$ cat config.mk
export PLATFORM = sky130hd
export DESIGN_NAME = axi_master_burst
export DESIGN_NICKNAME = d
export VERILOG_FILES = /design/src/rtl/axi_master_burst.sv
export SDC_FILE = /design/constraint.sdc
export NUM_CORES = 1
export LEC_CHECK = 0
export BUFFER_PORTS_ARGS = -buffer_cell sky130_fd_sc_hd__buf_2
export CAP_MARGIN = 15
export CORE_AREA = 2 2 302 304
export CTS_BUF_LIST = sky130_fd_sc_hd__clkbuf_2 sky130_fd_sc_hd__clkbuf_4 sky130_fd_sc_hd__clkbuf_8
export CTS_CLUSTER_SIZE = 20
export DETAILED_ROUTE_END_ITERATION = 12
export DIE_AREA = 0 0 304 306
export HOLD_SLACK_MARGIN = 0.1
export SYNTH_ARGS = -nofsm -noshare
export SYNTH_HDL_FRONTEND = slang
export SYNTH_SLANG_ARGS = --single-unit
$ cat constraint.sdc
create_clock -name pll_core_cpuclk -period 1.7 [get_ports pll_core_cpuclk]
set_input_delay 0.085 -clock pll_core_cpuclk [delete_from_list [all_inputs] [get_ports pll_core_cpuclk]]
set_output_delay 0.085 -clock pll_core_cpuclk [all_outputs]
set_load 0.05 [all_outputs]
$ cat src/rtl/axi_master_burst.sv
// Single-outstanding AXI4 burst master bridging a simple command/stream port.
// Optional WRAP bursts for 2/4-beat commands: define AXI_MASTER_BURST_WRAP_EN.
module axi_master_burst #(
  parameter logic [3:0] DEF_CACHE = 4'b0000,
  parameter logic [2:0] DEF_PROT  = 3'b000
) (
  input  logic         pll_core_cpuclk,
  input  logic         pad_cpu_rst_b,
  input  logic         cmd_valid,
  output logic         cmd_ready,
  input  logic         cmd_write,
  input  logic [39:0]  cmd_addr,
  input  logic [7:0]   cmd_len,
  input  logic [7:0]   cmd_id,
  input  logic         cmd_wrap,
  input  logic         wd_valid,
  output logic         wd_ready,
  input  logic [127:0] wd_data,
  input  logic [15:0]  wd_strb,
  output logic         rd_valid,
  input  logic         rd_ready,
  output logic [127:0] rd_data,
  output logic         rd_last,
  output logic         done_valid,
  output logic [1:0]   done_resp,
  output logic [39:0]  awaddr_m0,
  output logic [7:0]   awid_m0,
  output logic [7:0]   awlen_m0,
  output logic [2:0]   awsize_m0,
  output logic [1:0]   awburst_m0,
  output logic [3:0]   awcache_m0,
  output logic [2:0]   awprot_m0,
  output logic         awvalid_m0,
  input  logic         awready_m0,
  output logic [127:0] wdata_m0,
  output logic [15:0]  wstrb_m0,
  output logic         wlast_m0,
  output logic         wvalid_m0,
  input  logic         wready_m0,
  input  logic [7:0]   bid_m0,
  input  logic [1:0]   bresp_m0,
  input  logic         bvalid_m0,
  output logic         bready_m0,
  output logic [39:0]  araddr_m0,
  output logic [7:0]   arid_m0,
  output logic [7:0]   arlen_m0,
  output logic [2:0]   arsize_m0,
  output logic [1:0]   arburst_m0,
  output logic [3:0]   arcache_m0,
  output logic [2:0]   arprot_m0,
  output logic         arvalid_m0,
  input  logic         arready_m0,
  input  logic [127:0] rdata_m0,
  input  logic [7:0]   rid_m0,
  input  logic [1:0]   rresp_m0,
  input  logic         rlast_m0,
  input  logic         rvalid_m0,
  output logic         rready_m0
);

  typedef enum logic [2:0] {
    IDLE, AR, RDATA, AW, WDATA, BRESP
  } state_t;

  state_t      state_q, state_d;
  logic [39:0] addr_q;
  logic [7:0]  len_q;
  logic [7:0]  id_q;
  logic        write_q;
  logic [1:0]  burst_q;
  logic [7:0]  cnt_q;
  logic [1:0]  resp_q;
  logic        id_err_q;
  logic        done_valid_q;
  logic [1:0]  done_resp_q;

  logic        cmd_hs, ar_hs, aw_hs;
  logic        w_hs, r_hs, b_hs;
  logic        last_beat, final_hs;
  logic [1:0]  burst_cmd;
  logic [1:0]  beat_resp, resp_d;
  logic [7:0]  beat_id;
  logic        err_d;
  logic        unused_ok;

  // termination is by beat count; rlast and the low address nibble are unused
  assign unused_ok = ^{cmd_addr[3:0], cmd_wrap, rlast_m0};

`ifdef AXI_MASTER_BURST_WRAP_EN
  assign burst_cmd =
    (cmd_wrap && (cmd_len == 8'd1 || cmd_len == 8'd3))
    ? 2'b10 : 2'b01;
`else
  assign burst_cmd = 2'b01;
`endif

  assign cmd_hs    = cmd_valid & cmd_ready;
  assign ar_hs     = (state_q == AR) & arready_m0;
  assign aw_hs     = (state_q == AW) & awready_m0;
  assign w_hs      = (state_q == WDATA) & wd_valid & wready_m0;
  assign r_hs      = (state_q == RDATA) & rvalid_m0 & rd_ready;
  assign b_hs      = (state_q == BRESP) & bvalid_m0;
  assign last_beat = (cnt_q == len_q);
  assign final_hs  = (r_hs & last_beat) | b_hs;

  // first non-OKAY response sticks; any ID mismatch overrides to SLVERR
  assign beat_resp = write_q ? bresp_m0 : rresp_m0;
  assign beat_id   = write_q ? bid_m0 : rid_m0;
  assign resp_d    = (resp_q == 2'b00) ? beat_resp : resp_q;
  assign err_d     = id_err_q | (beat_id != id_q);

  always_ff @(posedge pll_core_cpuclk or negedge pad_cpu_rst_b) begin
    if (!pad_cpu_rst_b) state_q <= IDLE;
    else                state_q <= state_d;
  end

  always_comb begin
    state_d = state_q;
    unique case (state_q)
      IDLE:  if (cmd_hs) state_d = cmd_write ? AW : AR;
      AR:    if (ar_hs) state_d = RDATA;
      RDATA: if (r_hs && last_beat) state_d = IDLE;
      AW:    if (aw_hs) state_d = WDATA;
      WDATA: if (w_hs && last_beat) state_d = BRESP;
      BRESP: if (b_hs) state_d = IDLE;
      default: state_d = IDLE;
    endcase
  end

  always_comb begin
    cmd_ready  = 1'b0;
    arvalid_m0 = 1'b0;
    awvalid_m0 = 1'b0;
    wvalid_m0  = 1'b0;
    wd_ready   = 1'b0;
    wlast_m0   = 1'b0;
    bready_m0  = 1'b0;
    rready_m0  = 1'b0;
    rd_valid   = 1'b0;
    rd_last    = 1'b0;
    unique case (state_q)
      IDLE:  cmd_ready = pad_cpu_rst_b;
      AR:    arvalid_m0 = 1'b1;
      AW:    awvalid_m0 = 1'b1;
      WDATA: begin
        wvalid_m0 = wd_valid;
        wd_ready  = wready_m0;
        wlast_m0  = last_beat;
      end
      BRESP: bready_m0 = 1'b1;
      RDATA: begin
        rd_valid  = rvalid_m0;
        rready_m0 = rd_ready;
        rd_last   = last_beat & rvalid_m0;
      end
      default: cmd_ready = 1'b0;
    endcase
  end

  always_ff @(posedge pll_core_cpuclk or negedge pad_cpu_rst_b) begin
    if (!pad_cpu_rst_b) begin
      addr_q       <= '0;
      len_q        <= '0;
      id_q         <= '0;
      write_q      <= 1'b0;
      burst_q      <= 2'b01;
      cnt_q        <= '0;
      resp_q       <= '0;
      id_err_q     <= 1'b0;
      done_valid_q <= 1'b0;
      done_resp_q  <= '0;
    end else begin
      done_valid_q <= final_hs;
      if (final_hs)
        done_resp_q <= err_d ? 2'b10 : resp_d;
      if (cmd_hs) begin
        addr_q   <= {cmd_addr[39:4], 4'h0};
        len_q    <= cmd_len;
        id_q     <= cmd_id;
        write_q  <= cmd_write;
        burst_q  <= burst_cmd;
        cnt_q    <= '0;
        resp_q   <= '0;
        id_err_q <= 1'b0;
      end
      if (ar_hs || aw_hs)
        cnt_q <= '0;
      else if (w_hs || r_hs)
        cnt_q <= cnt_q + 8'd1;
      if (r_hs || b_hs) begin
        resp_q   <= resp_d;
        id_err_q <= err_d;
      end
    end
  end

  assign done_valid = done_valid_q;
  assign done_resp  = done_resp_q;

  assign awaddr_m0  = addr_q;
  assign awid_m0    = id_q;
  assign awlen_m0   = len_q;
  assign awsize_m0  = 3'b100;
  assign awburst_m0 = burst_q;
  assign awcache_m0 = DEF_CACHE;
  assign awprot_m0  = DEF_PROT;

  assign araddr_m0  = addr_q;
  assign arid_m0    = id_q;
  assign arlen_m0   = len_q;
  assign arsize_m0  = 3'b100;
  assign arburst_m0 = burst_q;
  assign arcache_m0 = DEF_CACHE;
  assign arprot_m0  = DEF_PROT;

  assign wdata_m0 = wd_data;
  assign wstrb_m0 = wd_strb;
  assign rd_data  = rdata_m0;

endmodule

# [Word level (Yosys, flattened, before mapping)]
# Index checks and enable logic that the tools add are counted.
[word_totals] out_inout_bits=421 input_bits=361 wordCells=75 ff_bits=70
[op_classes] reduce_logical=10 n_eq_ne=13 bitwise_logic=12 muxes=29 n_addsub=1
[ops] op="2-to-1 mux 8 bit" n=4
[ops] op="2-to-1 mux 3 bit" n=6
[ops] op="one-hot mux 3 bit (6 select lines)" n=1
[ops] op="2-to-1 mux 1 bit" n=12
[ops] op="2-to-1 mux 2 bit" n=6
[ops] op="AND 1 bit" n=10
[ops] op="adder 8 x 1 -> 8 bit, second input constant" n=1
[ops] op="== test 8 bit" n=1
[ops] op="!= test 2 bit, second input constant" n=4
[ops] op="!= test 8 bit" n=1
[ops] op="== test 3 x 2 -> 1 bit, second input constant" n=2
[ops] op="== test 3 bit, second input constant" n=2
[ops] op="AND reduction 6 bit" n=1
[ops] op="!= test 2 x 1 -> 1 bit, second input constant" n=2
[ops] op="== test 3 x 1 -> 1 bit, second input constant" n=1
[ops] op="logical NOT 3 bit" n=1
[ops] op="logical OR 1 bit" n=3
[ops] op="nonzero test 3 bit" n=1
[ops] op="logical AND 1 bit" n=2
[ops] op="logical NOT 2 bit" n=1
[ops] op="OR 1 bit" n=2
[ops] op="nonzero test 2 bit" n=1

# [Longest topological paths before layout]
# Gate-level depths: netlist of the first run.
[logic_depth] depth_word=6 mapped_depth=7 ltp_nobuf=6

# [Least setup slack after synthesis of the first run]
# Ideal clock, no wire load.
[synth_timing] path_type="reg2out" startpoint="register len_q[5], in the netlist arlen_m0[5]" endpoint="output wlast_m0" path_slack_ps=-1206 stages_incl_launch_ff=5 arrival_time_ps=2821 n_path_buf=0 required_time_ps=1615 cell_sequence="dfrtp_1 > xor2_1 > nor4_1 > nand2_1 > nor4_1"
[synth_between] elab_chain_cells=2
[synth_rtl] item="start, declared" line="67" source="logic [7:0] len_q;"
[synth_rtl] item="start signal, assigned" line="178" source="len_q <= cmd_len;"
[synth_rtl] item="== test 8 bit" line="103" source="assign last_beat = (cnt_q == len_q);"
[synth_rtl] item="2-to-1 mux 1 bit" line="141" source="unique case (state_q)"
[synth_rtl] item="end, declared" line="37" source="output logic wlast_m0,"
# Every way passes these cells.

# [Worst setup path after layout of the first run]
[layout_timing] startpoint="register len_q[3], in the netlist arlen_m0[3]" endpoint="output wlast_m0"
# The elaborated chain is that of the path after synthesis.

==> results of run 1 <==
-- kinds of logic after synthesis --
logic type | synth area share [%]
other | 0.126
flip-flops | 29.3
buffers and inverters | 46.5
adder cells (fa/ha/maj) | 0.210
multiplexers | 12.8
XOR/XNOR | 2.49
AND/OR/NAND/NOR | 5.16
AO/OA/AOI/OAI | 3.35
-- repair_timing --
action / CTS / global route
buffers inserted: 15 / 5
cloned: 5 / 1
endpoints found under the setup margin: 32 / 77
pin swaps: 18 / 16
gates resized for setup: 64 / 45
hold buffers: 58 / 0
endpoints found under the hold margin: 130 / 0
-- per-stage QoR --
step | hold WS [ns] | TNS, ns | utilization [%]
after floorplan | -0.211 | -16.03 | -
final | 0.170 | -4.94 | 8.66
after global routing | 0.154 | -9.84 | 8.66
after CTS | 0.118 | -5.50 | 8.44
after detailed placement | 0.170 | -1.44 | 6.98
after global placement | 0.170 | -1.31 | 6.98
-- worst max-delay path: cells and delay by family, from the launching register on --
| family | cells | cell delay, ns |
|---|---|---|
| xor+xnor | 1 | 0.19 |
| buf+inv | 1 | 0.18 |
| flops | 1 | 0.43 |
| simple gates | 3 | 0.68 |
-- how the worst max path moves through the flow --
stage	endpoint	slack (ns)	cells past startpoint	from
global placement	done_resp[1]	-0.38	7	write_q
finish	wlast_m0	-0.32	5	arlen_m0[3]
floorplan	arlen_m0[0]	-0.34	6	state_q[0]
detailed placement	done_resp[1]	-0.40	7	write_q
global route	wlast_m0	-0.45	6	cnt_q[1]
CTS	wlast_m0	-0.45	6	cnt_q[1]
-- sequential cells by signal, summed over array words and instances, names as in the netlist --
name,cells
state_q,3
araddr_m0,36
cnt_q,8
done_resp,2
arlen_m0,8
arid_m0,8
write_q,1
done_valid,1
id_err_q,1
resp_q,2
-- synth_stat cells, types with 5 or more instances --
cell / count
buf_6: 5
o21ai_0: 16
nor2_1: 12
buf_4: 356
xor2_1: 15
nand2_1: 9
mux2_4: 16
dfrtp_1: 70
buf_2: 6
mux2i_1: 11
and3_1: 6
mux2_2: 37
-- metal layers --
metal	share of wire [%]	vias to the layer above	global-route usage, %	wire length, um
li1	-	1579	-	-
met1	36	1780	5.67	9660
met2	39	387	7.72	10600
met3	18	145	5.06	4810
met4	7.6	6	4.64	2060
met5	0.32	-	0.465	86
-- cells in the final DEF (no fill, tap or decap), types with 9 or more instances in the layout --
cell             n
xor2_1          13
buf_6           16
buf_4           38
mux2_2          36
dfrtp_1         62
buf_2          188
mux2_4          17
dlygate4sd3_1   58
conb_1          32
clkbuf_8        10
nor2_1           9
buf_12          12
-- power groups by stage --
stage | Combinational (W) | Clock, W | Sequential [W]
CTS | 0.0108 | 0.00201 | 0.00306
finish | 0.0110 | 0.00184 | 0.00306
floorplan | 0.00721 | 0 | 0.00530
global placement | 0.00979 | 0 | 0.00305
global route | 0.0115 | 0.00204 | 0.00319
detailed placement | 0.00979 | 0 | 0.00308
-- layout make-up --
type                    count  area, um^2  area share [%]
flip-flops and latches     70        1760            22.7
well taps                1176        1470            19.0
diodes                      2        5.00          0.0645
clock inverters             6        92.6            1.19
clock buffers              10         138            1.77
multi-input cells         198        1810            23.3
repair buffers            322        2460            31.7
inverters                   4        20.0           0.258
==> results.md, run 1 <==
* R2R cell count at 8
* Fin. Hold Viols at 0
* PwrDens at 2050 mW/mm^2
* Area delta synth->final at 30.0%
* CTS tree: built
* Antenna Nets Post-Route at 0
* Placed cell areas at 0.00625 mm^2
* Period utilization at 119%
* Clock Skew at 0.0305 ns
* Final setup vio count at 64
* GRT Total Usage at 5.83%
* DR vias at 3897
* First-pass GRT wire length at 35.1 mm
* CP max stage cell: dfrtp_2
* Slew Limit Fails at 0
* Sw Share at 57.6%
* Slowest Stage Delay on Critical Path at 0.43 ns
* VDD IR-drop max at 0.000957 V
* HP Start: rdata_m0[69]
* Synth Register Bits at 70
* Post-synth EDFFs at 0
* Max Clk Rate at 495 MHz
* Pint at 0.00676 W
* Crit path time final at 2.02 ns
* Non-filler cells, final at 1788
* Slew @ Worst Pin at 0.523 ns
* Leakage power at 3.26 nW
* Synth async-reset ratio at 100%
* Net switching power at 0.00917 W
* Rel. slew slack at 65.1%
* Finished Cell Area at 0.00776 mm^2
* Worst flop-to-flop path endpoint: done_resp[1]
* Total grt overflow at 0
* Design Power at 0.0159 W
* Post-synthesis cell area at 0.00597 mm^2
* Status: complete, but fails checks
* Crit path top cell by count: nor4_4
* Routability Congestion at 0.633
* DR iter-0 viols at 94
* Layout net count at 967
* Sequential power share at 19.2%
* Worst slack, placed at -0.403 ns
* CTS Buf Count at 9
* Syn avg cell area at 9.80 um^2
* Min-Delay Path Class: in -> out
* Synth top area cells: buf_4 (45%), dfrtp_1 (29%), mux2_2 (7.0%)
* Average wire per standard cell at 15.2 um
* R2r setup slk at -0.14 ns
* Initial antenna violation count at 7
* Worst-skew pair later-pin latency at 0.47 ns
* RSZ-0062 raised after global routing: yes
* Crit end category: output port
* Row count at 110
* Syn. warnings at 0
* Clk pin slew, worst setup/hold paths at 0.09 ns
* CTS Root Buffer Type: clkbuf_8
* Combinational share of power at 69.2%
* Critical Path Fanout Max at 3
* Core area at 0.0896 mm^2
* WL final at 27.2 mm
* Failing checks: setup timing
* WHS Endpoint: rd_data[69]
* DRT Pass-1 Iters at 4
* Clock buffer depth at 2
* Main synth FF type: dfrtp_1
* Critical path class: reg -> out
* Die area at 0.0930 mm^2
* Seq/Total Area, Yosys at 29.3%
* Initial core utilization at 6.66%
* Max Cap Violations at 0
* Largest net degree at the start of global routing at 71
* Worst EP arrival at 1.94 ns
* Cell taking the most area after synthesis: buf_4
* H-Tree Depth at 3
* Remaining routing DRC violations at 0
* Placed Cells at 1687
* Crit-path cells: xor2_2, nor4_4, nand2_2, nor4_4, buf_12
* Num ports at 782
* Worst setup SP type: flip-flop
* Clock Sinks at 70
* Die Y at 306 um
* Synthesized netlist cell count at 609
* Die Width at 304 um
* Number of fill cells at 10300
* Layout cells sized above 1 at 63.1%
* RR Startpoint: write_q
* Synth top area share at 44.8%
* Placed wire-length estimate at 20.9 mm
* Final worst slack at -0.322 ns
* Post-DR vias/cell at 2.18
* CP required at 1.62 ns
* Port bufs at 199
* Clock power frac at 11.5%
* Hold depth at 0
* Synth unique cells at 41
* Number of global-route vias before repair at 4156
(Power assumes the default switching activity.)
==> inputs of run 2 (changes only) <==
CORE_AREA = 2 2 308 310   (was 2 2 302 304)
DIE_AREA = 0 0 310 312   (was 0 0 304 306)
MAX_ROUTING_LAYER = met4   (was not set)
clock period = 1.85 ns   (was 1.7 ns; I/O delays follow)
==> results.md, run 2 (synthesis results as in run 1) <==
* Max Cap Violations at 0 (unchanged)
* Critical Path Fanout Max at 2 (-1)
* Worst-skew pair later-pin latency at 0.46 ns (about the same)
* GR peak layer: met2
* GRT Total Usage at 5.53% (-0.30 points)
* Min-Delay Path Class: in -> reg
* Layout cells sized above 1 at 61.0% (-2.2 points)
* Area delta synth->final at 26.7%
* Crit-path cells: xor2_2, nor4_4, buf_4, and3_4, buf_12
* Slew Limit Fails at 0 (unchanged)
* Met3 Use GR at 3.35% (-1.7 points)
* Row count at 112 (+1.8%)
* Post-DR vias/cell at 2.12 (-2.6%)
* CTS Buf Count at 9 (unchanged)
* CP max stage cell: dfrtp_1
* Routability Congestion at 0.699 (+10%)
* Net switching power at 0.00852 W (-7.1%)
* Die Width at 310 um (+2.0%)
* DRT Pass-1 Iters at 4 (unchanged)
* Sw Share at 60.5% (+3.0 points)
* Antenna Nets Post-Route at 0 (unchanged)
* Non-filler cells, final at 1860 (+4.0%)
* Num ports at 782 (unchanged)
* Sequential power share at 21.0% (+1.8 points)
* Most frequent cells in the layout: buf_2 (190), dlygate4sd3_1 (61), dfrtp_1 (59)
* Placed wire-length estimate at 21.3 mm (+2.0%)
* Largest net degree at the start of global routing at 43 (-39%)
* Leakage power at 3.12 nW (-4.4%)
* Port bufs at 199 (unchanged)
* Number of fill cells at 10900 (+5.4%)
* Status: complete, but fails checks
* Slowest Stage Delay on Critical Path at 0.42 ns (about the same)
* Average wire per standard cell at 15.5 um (+2.4%)
* Clock Sinks at 70 (unchanged)
* Number of global-route vias before repair at 3987 (-4.1%)
* Critical path class: reg -> out
* Period utilization at 108%
* VDD IR-drop max at 0.000756 V (-21%)
* Final setup vio count at 13 (-80%)
* CTS Root Buffer Type: clkbuf_8
* Crit end category: output port
* Worst setup SP type: flip-flop
* Max reg flops at 36 (unchanged)
* Clk pin slew, worst setup/hold paths at 0.08 ns (about the same)
* Worst EP arrival at 1.91 ns (-0.03 ns)
* WL final at 28.9 mm (+6.5%)
* Failing checks: setup timing
* Total grt overflow at 0 (unchanged)
* DR vias at 3950 (+1.4%)
* Layout net count at 960 (-0.72%)
* Initial core utilization at 6.42% (-0.25 points)
* CTS tree: built
* CP required at 1.76 ns (+0.14 ns)
* First-pass GRT wire length at 33.5 mm (-4.8%)
* M2 GR Usage at 7.78% (+0.055 points)
* Die Y at 312 um (+2.0%)
* Setup TNS at -0.654 ns (+4.29 ns)
* GRT met1 Usage at 5.24% (-0.43 points)
* Clock buffer depth at 2 (unchanged)
* Clock Skew at 0.0388 ns (+0.00835 ns)
* Fin. Hold Viols at 0 (unchanged)
* Max Clk Rate at 498 MHz
* Initial antenna violation count at 7 (unchanged)
* H-Tree Depth at 3 (unchanged)
* Die area at 0.0967 mm^2 (+4.0%)
* Commonest non-fill, non-tap cell in the layout: buf_2
* Clock power frac at 9.3% (-2.2 points)
* RSZ-0062 raised after global routing: yes
* Remaining routing DRC violations at 0 (unchanged)
* Placed Cells at 1765 (+4.6%)
* Worst slack, placed at -0.444 ns (-0.0411 ns)
* Core area at 0.0930 mm^2 (+3.9%)
* Combinational share of power at 69.7% (+0.5 points)
* PwrDens at 1860 mW/mm^2 (-9.4%)
* Crit path time final at 2.01 ns
* Final worst slack at -0.156 ns (+0.166 ns)
* DR iter-0 viols at 143 (+52%)
* Pint at 0.00555 W (-18%)
-- run 2: changes by cell type in the layout (fill, tap and decap cells not counted), moves of 5 or more --
cell     delta
buf_6       -8
o21ai_2     -7
buf_4       +5
xor2_1      -5
buf_12      -5
o21ai_0     +7
-- run 2: layout make-up --
| class | count | area, um^2 | area share [%] |
|---|---|---|---|
| Antenna cell | 4 | 10.0 | 0.132 |
| Clock buffer | 9 | 124 | 1.64 |
| Clock inverter | 6 | 38.8 | 0.513 |
| Inverter | 4 | 20.0 | 0.265 |
| Multi-Input combinational cell | 198 | 1810 | 23.9 |
| Sequential cell | 70 | 1770 | 23.3 |
| Tap cell | 1254 | 1570 | 20.8 |
| Timing Repair Buffer | 315 | 2230 | 29.5 |
-- run 2: timing repair --
item | CTS | global route
gates resized for setup | 41 | 37
gates cloned | 0 | 2
setup buffers | 7 | 10
hold buffers | 62 | 0
setup endpoints to repair | 11 | 18
pin swaps | 9 | 16
endpoints found under the hold margin | 108 | 0
-- run 2: critical path: cells and delay by family (launching register included) --
family / cells / cell delay [ns]
simple gates: 2 / 0.55
xor+xnor: 1 / 0.20
buf+inv: 2 / 0.32
flops: 1 / 0.42
-- run 2: power by group through the flow --
stage	combinational, W	clock, W	sequential [W]
detailed placement	0.00883	0	0.00299
CTS	0.00934	0.00151	0.00295
floorplan	0.00661	0	0.00487
global route	0.0103	0.00152	0.00306
finish	0.00981	0.00131	0.00296
global placement	0.00885	0	0.00294
-- run 2: per-layer routing --
metal,vias up,part of all wire (%)
li1,1567,-
met1,1803,37
met2,435,41
met3,145,13
met4,0,8.7
met5,-,0
-- run 2: final timing paths --
path,startpoint,end,slack [ns],cells past startpoint
min in group asynchronous,pad_cpu_rst_b,id_err_q,0.26,3
hold / removal,bresp_m0[1],done_resp[1],0.18,5
setup / recovery,cnt_q[5],rd_last,-0.16,5
setup reg to reg,state_q[1],arid_m0[3],-0.06,6
max in group asynchronous,pad_cpu_rst_b,arlen_m0[4],0.95,4
hold reg to reg,araddr_m0[17],araddr_m0[17],0.52,1
-- run 2: metrics by stage --
step / hold slack [ns] / util (%) / area (um^2) / power, W
global placement: 0.185 / 6.75 / 6280 / 0.0118
floorplan: -0.203 / - / 6110 / 0.0115
CTS: 0.123 / 7.82 / 7280 / 0.0138
finish: 0.184 / 8.13 / 7560 / 0.0141
global route: 0.178 / 8.12 / 7560 / 0.0149
detailed placement: 0.185 / 6.75 / 6280 / 0.0118
